## src/rtl/exe_muldiv_unit.sv

```systemverilog
// Multi-cycle multiply/divide unit for the or1420 execute stage.
// Fixed-latency multiply, radix-2 restoring divide, busy/done handshake with stall hold.
module exe_muldiv_unit #(
  parameter int unsigned DATA_WIDTH  = 32,
  parameter int unsigned MUL_LATENCY = 3
) (
  input  logic                  cpuClock,
  input  logic                  cpuReset,
  input  logic                  stall,
  input  logic                  flush,
  input  logic                  start,
  input  logic [2:0]            opcode,
  input  logic [DATA_WIDTH-1:0] operantA,
  input  logic [DATA_WIDTH-1:0] operantB,
  output logic                  busy,
  output logic                  done,
  output logic [DATA_WIDTH-1:0] result,
  output logic                  divByZero
);

  localparam int unsigned W      = DATA_WIDTH;
  localparam int unsigned MUL_CW = $clog2(MUL_LATENCY + 1);
  localparam int unsigned DIV_CW = $clog2(W);
  localparam int unsigned CNT_W  = (MUL_CW > DIV_CW) ? MUL_CW : DIV_CW;

  typedef enum logic [2:0] {
    S_IDLE = 3'd0,
    S_MUL  = 3'd1,
    S_DIV  = 3'd2,
    S_FIX  = 3'd3,
    S_DONE = 3'd4
  } state_t;

  state_t             r_state;
  state_t             w_next;
  logic [CNT_W-1:0]   r_cnt;
  logic [2:0]         r_op;
  logic [W-1:0]       r_a;
  logic [W-1:0]       r_b;
  logic [W-1:0]       r_quo;
  logic [W-1:0]       r_rem;
  logic [W-1:0]       r_dvs;
  logic               r_neg_q;
  logic               r_neg_r;
  logic               r_busy;
  logic               r_done;
  logic [W-1:0]       r_result;
  logic               r_dbz;

  logic               w_accept;
  logic               w_dbz_in;
  logic               w_rsv_in;
  logic               w_dsgn;
  logic [W-1:0]       w_abs_a;
  logic [W-1:0]       w_abs_b;
  logic [2:0]         w_mop;
  logic [W-1:0]       w_ma;
  logic [W-1:0]       w_mb;
  logic               w_msgn;
  logic [2*W-1:0]     w_pa;
  logic [2*W-1:0]     w_pb;
  logic [2*W-1:0]     w_prod;
  logic [W-1:0]       w_mul_res;
  logic [W:0]         w_rem_sh;
  logic [W:0]         w_trial;
  logic               w_qbit;
  logic [W-1:0]       w_rem_nxt;
  logic [W-1:0]       w_fix_res;
  logic               w_busy_nxt;
  logic               w_done_nxt;

  assign busy      = r_busy;
  assign done      = r_done;
  assign result    = r_result;
  assign divByZero = r_dbz;

  // Issue decode and operand magnitudes for the divider
  assign w_accept = (r_state == S_IDLE) && start && !flush;
  assign w_dbz_in = opcode[2] && (operantB == '0);
  assign w_rsv_in = (opcode == 3'b011);
  assign w_dsgn   = opcode[2] && !opcode[0];
  assign w_abs_a  = (w_dsgn && operantA[W-1]) ? W'(-operantA) : operantA;
  assign w_abs_b  = (w_dsgn && operantB[W-1]) ? W'(-operantB) : operantB;

  // Multiplier reads live inputs when finishing straight from IDLE (MUL_LATENCY=1)
  assign w_mop     = (r_state == S_IDLE) ? opcode   : r_op;
  assign w_ma      = (r_state == S_IDLE) ? operantA : r_a;
  assign w_mb      = (r_state == S_IDLE) ? operantB : r_b;
  assign w_msgn    = (w_mop == 3'b001);
  assign w_pa      = {{W{w_msgn & w_ma[W-1]}}, w_ma};
  assign w_pb      = {{W{w_msgn & w_mb[W-1]}}, w_mb};
  assign w_prod    = w_pa * w_pb;
  assign w_mul_res = (w_mop == 3'b000) ? w_prod[W-1:0] : w_prod[2*W-1:W];

  // One restoring-division step: shift in next dividend bit, trial subtract
  assign w_rem_sh  = {r_rem, r_quo[W-1]};
  assign w_trial   = w_rem_sh - {1'b0, r_dvs};
  assign w_qbit    = !w_trial[W];
  assign w_rem_nxt = w_qbit ? w_trial[W-1:0] : w_rem_sh[W-1:0];

  assign w_fix_res = r_op[1] ? (r_neg_r ? W'(-r_rem) : r_rem)
                             : (r_neg_q ? W'(-r_quo) : r_quo);

  always_comb begin
    w_next = r_state;
    case (r_state)
      S_IDLE: begin
        if (start) begin
          if (opcode[2])     w_next = w_dbz_in ? S_DONE : S_DIV;
          else if (w_rsv_in) w_next = S_DONE;
          else               w_next = (MUL_LATENCY == 1) ? S_DONE : S_MUL;
        end
      end
      S_MUL:   if (r_cnt == CNT_W'(1)) w_next = S_DONE;
      S_DIV:   if (r_cnt == '0) w_next = S_FIX;
      S_FIX:   w_next = S_DONE;
      S_DONE:  if (!stall) w_next = S_IDLE;
      default: w_next = S_IDLE;
    endcase
    if (flush) w_next = S_IDLE;
    w_busy_nxt = (w_next == S_MUL) || (w_next == S_DIV) || (w_next == S_FIX);
    w_done_nxt = (w_next == S_DONE);
  end

  always_ff @(posedge cpuClock) begin
    if (cpuReset) begin
      r_state  <= S_IDLE;
      r_cnt    <= '0;
      r_op     <= '0;
      r_a      <= '0;
      r_b      <= '0;
      r_quo    <= '0;
      r_rem    <= '0;
      r_dvs    <= '0;
      r_neg_q  <= 1'b0;
      r_neg_r  <= 1'b0;
      r_busy   <= 1'b0;
      r_done   <= 1'b0;
      r_result <= '0;
      r_dbz    <= 1'b0;
    end else begin
      r_state <= w_next;
      r_busy  <= w_busy_nxt;
      r_done  <= w_done_nxt;
      if (w_accept) begin
        r_op    <= opcode;
        r_a     <= operantA;
        r_b     <= operantB;
        r_quo   <= w_abs_a;
        r_dvs   <= w_abs_b;
        r_rem   <= '0;
        r_neg_q <= w_dsgn && (operantA[W-1] ^ operantB[W-1]);
        r_neg_r <= w_dsgn && operantA[W-1];
        r_dbz   <= w_dbz_in;
        r_cnt   <= opcode[2] ? CNT_W'(W - 1) : CNT_W'(MUL_LATENCY - 1);
        if (w_next == S_DONE) begin
          if (w_dbz_in)      r_result <= opcode[1] ? operantA : '1;
          else if (w_rsv_in) r_result <= '0;
          else               r_result <= w_mul_res;
        end
      end else begin
        case (r_state)
          S_MUL: begin
            r_cnt <= r_cnt - CNT_W'(1);
            if (w_next == S_DONE) r_result <= w_mul_res;
          end
          S_DIV: begin
            r_rem <= w_rem_nxt;
            r_quo <= {r_quo[W-2:0], w_qbit};
            r_cnt <= r_cnt - CNT_W'(1);
          end
          S_FIX: begin
            if (w_next == S_DONE) r_result <= w_fix_res;
          end
          default: ;
        endcase
      end
    end
  end

endmodule

```

## config.mk

```make
export PLATFORM = sky130hd
export DESIGN_NAME = exe_muldiv_unit
export DESIGN_NICKNAME = d
export VERILOG_FILES = /design/src/rtl/exe_muldiv_unit.sv
export SDC_FILE = /design/constraint.sdc
export NUM_CORES = 2
export LEC_CHECK = 0
export ABC_AREA = 1
export CORE_ASPECT_RATIO = 2
export CORE_MARGIN = 8
export CORE_UTILIZATION = 35
export DETAILED_ROUTE_END_ITERATION = 10
export GPL_TIMING_DRIVEN = 0
export HOLD_SLACK_MARGIN = 0.1
export PLACE_DENSITY_LB_ADDON = 0.05
export SETUP_SLACK_MARGIN = 0.1
export SLEW_MARGIN = 0
export SYNTH_ARGS = -nofsm -noshare
export SYNTH_HDL_FRONTEND = slang
export SYNTH_SLANG_ARGS = --single-unit
```

## constraint.sdc

```tcl
create_clock -name cpuClock -period 11.6 [get_ports cpuClock]
set_input_delay 2.32 -clock cpuClock [delete_from_list [all_inputs] [get_ports cpuClock]]
set_output_delay 2.32 -clock cpuClock [all_outputs]
set_load 0.1 [all_outputs]
```

==> results by group <==
Run status
  – Outcome: complete, but fails checks
  – Violated checks: capacitance limit, slew limit

Timing
  – Setup Skew: 40.46 ps
  – # setup viols final: 0
  – Period minus WS final: 11460 ps
  – Crit share post-route: 98.83%
  – Setup tns final: 0 ps
  – Max-slew violations: 12
  – Relative slew slack: -4.497%
  – RSZ-0062 raised after global routing: true
  – Final WS setup: 135.2 ps
  – Final hold vios: 0
  – Fmax: 0.08722 GHz
  – Worst-Margin Slew: 1567 ps

Clock tree
  – CTS tree: built
  – Cts bufs inserted: 19
  – Hold buffer count at cts: 0
  – Clock Latency Late Sink: 610 ps
  – CTS Buffer Depth: 3
  – Clock transition at path regs: 80 ps
  – Clock sinks: 207
  – H-tree Lvls: 1
  – Clock root buffer: clkbuf_16

Floorplan
  – Initial Utilization: 35.17%
  – Core area: 155700 µm²
  – Die height: 575.4 µm
  – Die W: 295.7 µm
  – Die ar.: 170200 µm²
  – Top-Level Pins: 107
  – Row count: 205

Logic synthesis
  – Warning count from the yosys run: 0
  – Syn Nets: 8883
  – Ys flop type: dfxtp_1
  – Post-synthesis instance total: 7435
  – Register area share after synthesis: 7.567%
  – Synth top area cells: fa_1, nand2_1, inv_1
  – Yosys cell types: 64
  – Post-synth top cells: nand2_1, inv_1, fa_1
  – Top-count cell post-synth: nand2_1
  – EDFF count, synth: 0
  – Ys async rst share: 0%
  – Seq cells post-synth: 207
  – Yosys top cell area share: 41.16%
  – Post-Syn Area per Cell: 7.366 µm²
  – Syn Std Cell Area: 54760 µm²
  – Synth area leader: fa_1

Critical path
  – Slowest cell on crit path: fa_1
  – Crit path top cell by count: nand2_1
  – Critical Path End Type: flip-flop
  – CP required: 12040 ps
  – Arrival time worst endpoint: 11900 ps
  – Crit-path max FO: 10
  – Kind of critical path: in2reg
  – CP max stage delay: 640 ps
  – Startpoint types: primary input

Layout
  – Layout Nets: 9068
  – Fillers: 17009
  – Share of cells above drive strength 1: 6.120%
  – Area Growth Syn to Fin: 10.55%

Route
  – Post-route DRC: 0
  – DRT Pass-1 Iters: 7
  – Routed Antenna Nets: 0
  – Final WL: 342000 µm
  – Drt wl/cell: 35.15 µm
  – Vias: 53382
  – Starting DRT DRC Count: 4051
  – Vias/cell: 5.486

GRT
  – GRT Residual Overflow: 0
  – GRT Resource Usage Total: 40.66%
  – Largest net degree at the start of global routing: 26
  – Number of global-route vias before repair: 57451
  – Initial antenna violation count: 42
  – First-pass GRT wire length: 467200 µm

Place
  – Pre-CTS setup slack: -3013 ps
  – GP Congestion: 1.115
  – Port Buffers: 105
  – Dpl hpwl: 292600 µm

Min path
  – Hold WC Path Type: reg2reg

Run
  – Max-cap violations: 3
-- cells by family (layout without fill, tap and decap cells) --
kind of cell	after synthesis	count (layout)	synth area share (%)
and+or+nand+nor	3028	3028	22.63
adders and majority gates	1376	1376	46.87
DFF	207	207	7.567
xor gates and xnor gates	59	59	0.9436
other	0	29	0
buffers and inverters	2007	2203	14.09
AOI/OAI and AO/OA	758	758	7.896
-- metal layers --
metal | share of wire [%] | wire length (µm) | vias up | global-route usage [%]
met5 | 0.034 | 117 | - | 0.02902
met4 | 17 | 56910 | 16 | 51.39
met3 | 6.1 | 20870 | 1533 | 10.18
met2 | 51 | 173800 | 2671 | 71.19
met1 | 26 | 90310 | 26575 | 32.68
li1 | - | - | 22587 | -
-- repair_timing --
item,in CTS,in global routing
gates resized for setup,164,96
endpoints found under the setup margin,32,27
setup buffers,27,15
hold endpoints to repair,0,0
gates cloned,0,0
pin swaps,8,7
-- critical path, delay by kind of cell --
family | cells | cell delay, ps
simple gates | 13 | 1910
compound gates | 3 | 1190
fa+ha+maj | 9 | 4650
buf+inv | 6 | 1740
-- path summary, 6_finish.rpt --
check	startpoint	endpoint	slack (ps)	cells past startpoint
min reg2reg	r_b[29]$_SDFFE_PP0P_	r_b[29]$_SDFFE_PP0P_	460	2
max	operantA[17]	result[30]$_SDFFE_PP0P_	140	31
max reg2reg	r_state[2]$_SDFF_PP0_	result[26]$_SDFFE_PP0P_	350	34
min	r_b[29]$_SDFFE_PP0P_	r_b[29]$_SDFFE_PP0P_	460	2
-- registers in the layout (all words and copies together), names as in the netlist --
register and count:
r_op 3, r_rem 32, r_a 32, r_quo 32, done 1, r_cnt 5, r_dvs 31, r_b 32
r_state 3, divByZero 1, r_neg_q 1, busy 1, result 32, r_neg_r 1
-- area by class of cell --
| class | count | area, µm² | area share, % |
|---|---|---|---|
| clock inverter | 7 | 68.82 | 0.1137 |
| buffer | 303 | 1448 | 2.391 |
| antenna | 29 | 72.57 | 0.1199 |
| sequential | 207 | 4144 | 6.845 |
| clock buffer | 25 | 558.0 | 0.9217 |
| timing repair buffer | 164 | 1722 | 2.844 |
| tap | 2070 | 2590 | 4.278 |
| inverter | 1704 | 6450 | 10.65 |
| multi-input combinational | 5221 | 43490 | 71.83 |
-- per-stage QoR --
stage	std cells	hold slack (ps)	utilization (%)	cell area, µm²
3_5_place_dp	9625	446.2	37.67	58650
4_1_cts	9684	459.8	38.49	59920
5_1_grt	9712	463.5	38.86	60500
3_3_place_gp	9610	438.1	37.51	58400
6_report	9730	463.9	38.89	60540
2_1_floorplan	7435	426.8	-	54760
-- cell usage in the layout, fill, tap and decap left out, drive strengths merged, types with 4 or more instances in the layout --
cell type	count
nand3	357
o21ai	285
nand3b	13
a221oi	4
o31ai	6
a21o	10
buf	184
ha	250
o211a	5
clkdlybuf4s15	4
xnor2	38
clkinvlp	9
dfxtp	207
o211ai	21
nor2	722
clkinv	18
a21oi	329
and2	6
nor3	52
clkbuf	205
o21bai	18
or2	7
o21a	11
o221ai	16
a211oi	6
o22ai	8
xor2	21
inv	1683
nor4	16
clkdlybuf4s50	94
diode	29
a31oi	25
nand2	1787
dlygate4sd2	4
fa	1126
nand4	62
Power is left out: the tool's default activity adds up to more than one toggle a clock period on the data nets, which glitch-free logic cannot reach.
